<file path="config.mk">
export PLATFORM = sky130hd
export DESIGN_NAME = spi_flash_host
export DESIGN_NICKNAME = d
export VERILOG_FILES = /design/src/rtl/spi_flash_host.sv
export SDC_FILE = /design/constraint.sdc
export NUM_CORES = 1
export LEC_CHECK = 0
export CORE_MARGIN = 2
export CORE_UTILIZATION = 53
export CTS_CLUSTER_SIZE = 40
export DETAILED_ROUTE_END_ITERATION = 8
export PLACE_DENSITY = 0.84
export SLEW_MARGIN = 20
export SYNTH_ARGS = -nofsm -noshare
export SYNTH_HDL_FRONTEND = slang
export SYNTH_SLANG_ARGS = --single-unit
export TNS_END_PERCENT = 1
</file>
<file path="constraint.sdc">
create_clock -name clk -period 2.8 [get_ports clk]
set_input_delay 0.56 -clock clk [delete_from_list [all_inputs] [get_ports clk]]
set_output_delay 0.56 -clock clk [all_outputs]
set_load 0.02 [all_outputs]
</file>
<file path="src/rtl/spi_flash_host.sv">
`default_nettype none
// ============================================================================
// Module   : spi_flash_host
// Brief    : SPI mode-0 host issuing fixed 48-bit frames to a serial flash:
//            32-bit address, 8-bit command, 8-bit data, all MSB first.
//            Read frames (Cmd 0x01) capture eight MISO samples into RdData.
// Revision : 1.0 - initial release
// ============================================================================
module spi_flash_host #(
    parameter int DIV = 2                   // SCLK half-period in clk cycles, 1..255
) (
    input  logic        clk,
    input  logic        resetn,
    input  logic        Start,
    input  logic [7:0]  Cmd,
    input  logic [31:0] Adr,
    input  logic [7:0]  WrData,
    output logic        Busy,
    output logic        Done,
    output logic [7:0]  RdData,
    output logic        SCLK,
    output logic        CS,
    output logic        MOSI,
    input  logic        MISO
);

    typedef enum logic [2:0] {
        S_IDLE    = 3'd0,
        S_LEAD    = 3'd1,
        S_XFER_HI = 3'd2,
        S_XFER_LO = 3'd3,
        S_DONE    = 3'd4
    } state_t;

    localparam logic [7:0] c_CNT_LAST   = 8'(DIV - 1);
    localparam logic [5:0] c_LAST_BIT   = 6'd47;
    localparam logic [5:0] c_RD_FIRST   = 6'd39;
    localparam logic [5:0] c_RD_LAST    = 6'd46;
    localparam logic [7:0] c_CMD_READ   = 8'h01;

    state_t      r_state;
    state_t      w_next;
    logic [7:0]  r_cnt;       // cycles spent in the current SCLK phase
    logic [5:0]  r_idx;       // bit currently on the wire, 0..47
    logic [47:0] r_shift;     // frame bits; bit 47 is the one being driven
    logic [7:0]  r_cmd;       // command latched at accept, selects read capture
    logic [7:0]  r_rx;        // MISO samples collected during the frame
    logic [7:0]  r_rddata;
    logic        r_mosi;

    logic        w_accept;
    logic        w_phase_end;
    logic        w_fall;      // this edge takes SCLK from 1 to 0
    logic        w_bit_end;   // this edge finishes a low phase

    // A new frame may start from IDLE or from the single DONE cycle.
    assign w_accept    = Start && (r_state == S_IDLE || r_state == S_DONE);
    assign w_phase_end = (r_cnt == c_CNT_LAST);
    assign w_fall      = (r_state == S_XFER_HI) && w_phase_end;
    assign w_bit_end   = (r_state == S_XFER_LO) && w_phase_end;

    // State register.
    always_ff @(posedge clk or negedge resetn) begin
        if (!resetn) begin
            r_state <= S_IDLE;
        end else begin
            r_state <= w_next;
        end
    end

    // Next-state selection: each active phase lasts DIV cycles.
    always_comb begin
        w_next = r_state;
        case (r_state)
            S_IDLE, S_DONE: w_next = Start ? S_LEAD : S_IDLE;
            S_LEAD:         if (w_phase_end) w_next = S_XFER_HI;
            S_XFER_HI:      if (w_phase_end) w_next = S_XFER_LO;
            S_XFER_LO:      if (w_phase_end) w_next = (r_idx == c_LAST_BIT) ? S_DONE : S_XFER_HI;
            default:        w_next = S_IDLE;
        endcase
    end

    // Phase counter, bit index, serial shift paths and read capture.
    always_ff @(posedge clk or negedge resetn) begin
        if (!resetn) begin
            r_cnt    <= 8'd0;
            r_idx    <= 6'd0;
            r_shift  <= 48'd0;
            r_cmd    <= 8'd0;
            r_rx     <= 8'd0;
            r_rddata <= 8'd0;
            r_mosi   <= 1'b0;
        end else begin
            if (r_state != w_next) begin
                r_cnt <= 8'd0;
            end else if (r_state == S_LEAD || r_state == S_XFER_HI || r_state == S_XFER_LO) begin
                r_cnt <= r_cnt + 8'd1;
            end

            if (w_accept) begin
                r_shift <= {Adr, Cmd, WrData};
                r_cmd   <= Cmd;
                r_mosi  <= Adr[31];
                r_idx   <= 6'd0;
                r_rx    <= 8'd0;
            end

            // MOSI moves only on the falling SCLK edge; zeros shifted in
            // make the line return low after the last bit.
            if (w_fall) begin
                r_shift <= {r_shift[46:0], 1'b0};
                r_mosi  <= r_shift[46];
                if (r_cmd == c_CMD_READ && r_idx >= c_RD_FIRST && r_idx <= c_RD_LAST) begin
                    r_rx <= {r_rx[6:0], MISO};
                end
            end

            if (w_bit_end) begin
                if (r_idx != c_LAST_BIT) begin
                    r_idx <= r_idx + 6'd1;
                end else if (r_cmd == c_CMD_READ) begin
                    r_rddata <= r_rx;
                end
            end
        end
    end

    assign CS     = !(r_state == S_LEAD || r_state == S_XFER_HI || r_state == S_XFER_LO);
    assign Busy   = !CS;
    assign SCLK   = (r_state == S_XFER_HI);
    assign Done   = (r_state == S_DONE);
    assign MOSI   = r_mosi;
    assign RdData = r_rddata;

endmodule
`default_nettype wire

</file>
==> metrics.cfg <==
[timing]
setup_viol = 0
final-max-slew-violation-count = 0
max_slew.worst_pin.slew_ns = 0.673
timing.max_slew.rel_slack_pct = 54.8
final.setup.tns_ns = 0
min_period_ns = 2.47
rsz0062_at_grt = no
finalCritPeriodShare_pct = 88.1
fmax_mhz = 405
finalHoldViolations = 0
skew_ns = 0.0126

[critical_path]
cp-end-kind = primary output
path_max_fanout = 7
rr_endpoint = RdData[6]
critPathRequiredTime_ns = 2.24
crit_path_start_kind = flip-flop
worstPathArrival_ns = 1.91
reg2reg_depth = 6
reg2reg_slack_ns = 0.55
path_class = reg -> out
r2r-start = r_cnt[1]

[detailed_routing]
ant_nets = 0
first_pass_iters = 5
drc = 0
drt-total-wl_mm = 8.44
viasPerCell = 5.60
wl_per_cell_um = 15.0
drt_iter0_drc = 191
vias = 3157

[synth]
syn-cell-area_sq_um = 4040
synth.yosys.warnings = 0
synth_edf_count = 0
synth_most_common_cell = nand2_1
synth_nets = 461
yosys.area.top_type_share_pct = 55.2
ys_seq_area_share_pct = 55.2
synth_xor_area_share_pct = 1.52
synth-seq-cells = 89
synth_common_cells = 91 x nand2_1, 89 x dfrtp_1, 44 x nand3_1
synth_top_family_by_area = simple AND/OR/NAND/NOR gates
synth_area_leaders = dfrtp_1 55%, nand2_1 8.5%, a22oi_1 7.3%, nand3_1 5.5%, mux2i_1 2.7%
async_flop_share_pct = 100
synth_mux_area_share_pct = 4.96
synth_top_cell_by_area = dfrtp_1
yosys.cell_types.count = 47
synth_compound_area_share_pct = 10.6
synth_fa_ha_area_share_pct = 1.24
synth-simple-area-share_pct = 22.6
synth_flop_cell = dfrtp_1
synthCells = 405
syn_avg_cell_area_sq_um = 9.96

[global_routing]
grt_max_degree = 88
track_usage_pct = 21.5
grt.overflow.total = 0
grt_pass1_vias = 3062
antenna_found_initial = 0
grt_pass1_wl_mm = 14.5

[clock_tree]
clock_latency_ns = 0.36
root_buffer = clkbuf_8
postCtsSetupRepairBufs = 0
clkTransAtPathRegs_ns = 0.09
cts-hold-fix-buffers = 1
cts_resized = 0
clock-sinks = 89
cts_buffers = 9
h-tree-depth = 3
cts_tree = built
cts.path.max_buffers = 2

[pwr]
finalPower_uw = 2250
p_per_area_nw_per_um2 = 453
cellLeakagePower_uw = 0.00236
ir_drop_v = 0.000292

[min_path]
hold_end = r_cmd[4]
holdPathStages = 2
min_from = r_cmd[4]
hp-class = reg -> reg

[floorplanning]
die_area_sq_um = 8330
pin_count = 65
coreArea_sq_um = 7330
rows = 31
die_y_um = 91.3
initial_core_util_pct = 55.0
chipWidth_um = 91.3

[job]
maxCapViolations = 0

[finish]
nNetsFinal = 516
area_delta_synth_final_pct = 23.1
drive_gt1_share_pct = 10.1
antenna_cells = 0

[place]
gp_congestion = 0.810
io_buffers = 64
place_hpwl_mm = 5.55

[outcome]
outcome = finished, final reports clean

==> logic make-up (layout without fill, tap and decap cells) <==
family,Yosys count,in the layout
and+or+nand+nor,188,188
DFF,89,89
AOI/OAI and AO/OA,58,58
buffers and inverters,40,100
muxes,19,19
xor gates and xnor gates,7,7
adders and majority gates,4,4
==> layout by cell type, fill, tap and decap left out, types with 2 or more instances in the layout <==
| cell | Yosys | routed |
|---|---|---|
| a21oi_1 | 3 | 3 |
| a22oi_1 | 39 | 39 |
| a31oi_1 | 8 | 8 |
| buf_4 | 0 | 7 |
| clkbuf_8 | 0 | 9 |
| clkdlybuf4s50_1 | 0 | 63 |
| dfrtp_1 | 89 | 89 |
| ha_1 | 4 | 4 |
| inv_1 | 12 | 12 |
| inv_6 | 0 | 2 |
| inv_8 | 0 | 2 |
| mux2_2 | 8 | 8 |
| mux2i_1 | 11 | 11 |
| nand2_1 | 91 | 90 |
| nand2b_1 | 2 | 2 |
| nand3_1 | 44 | 43 |
| nand4_1 | 4 | 4 |
| nor2_1 | 20 | 20 |
| nor3_1 | 4 | 4 |
| nor3b_1 | 2 | 2 |
| nor4_1 | 2 | 2 |
| nor4_2 | 2 | 2 |
| xnor2_1 | 4 | 4 |
| xor2_1 | 3 | 3 |
==> state kept, by name, indices dropped and copies added (netlist names) <==
signal and count:
r_shift 47, RdData 8, r_cmd 8, r_cnt 8, r_rx 8, r_idx 6, r_state 3, MOSI 1
==> how the worst max path moves through the flow <==
stage / from / to / cells past startpoint
after floorplan: r_cnt[1] / RdData[0] / 6
after global placement: Start / r_cnt[1] / 4
after detailed placement: Start / r_cnt[1] / 4
after CTS: r_state[0] / SCLK / 2
after global routing: r_state[0] / SCLK / 2
final: r_state[0] / SCLK / 2
==> metrics by stage <==
stage	cells	area [sq um]	hold WS (ns)	setup WS (ns)	utilization, %
6_report	564	4970	0.485	0.333	67.8
5_1_grt	564	4970	0.512	0.231	67.8
4_1_cts	564	4970	0.488	0.330	67.8
3_5_place_dp	547	4760	0.360	0.524	65.0
3_3_place_gp	547	4760	0.358	0.547	65.0
2_1_floorplan	405	4040	0.264	0.852	-
==> area by class of cell <==
type                    instances  area, sq um
fillers                       571         2360
flip-flops and latches         89         2230
multi-input cells             276         1660
repair buffers                 72          713
clock buffers                   9          124
well taps                      99          124
clock inverters                 7         72.6
inverters                      12         45.0
==> critical path: stages (launching register included) <==
cell and delay (ns):
dfrtp_1 0.47, nor3b_2 0.40, clkdlybuf4s50_1 0.68
==> power breakdown <==
part	switching (uW)	internal, uW	leakage, uW
combinational	37.0	66.2	0.00109
clock	514	350	0.0000970
sequential	0	1280	0.00118
==> routing by layer <==
layer	up-vias	track usage [%]	wire length [um]
li1	1517	-	-
met1	1555	32.0	4000
met2	77	32.1	3960
met3	8	3.90	392
met4	0	7.20	81
met5	-	0	0
(Power assumes the default switching activity.)
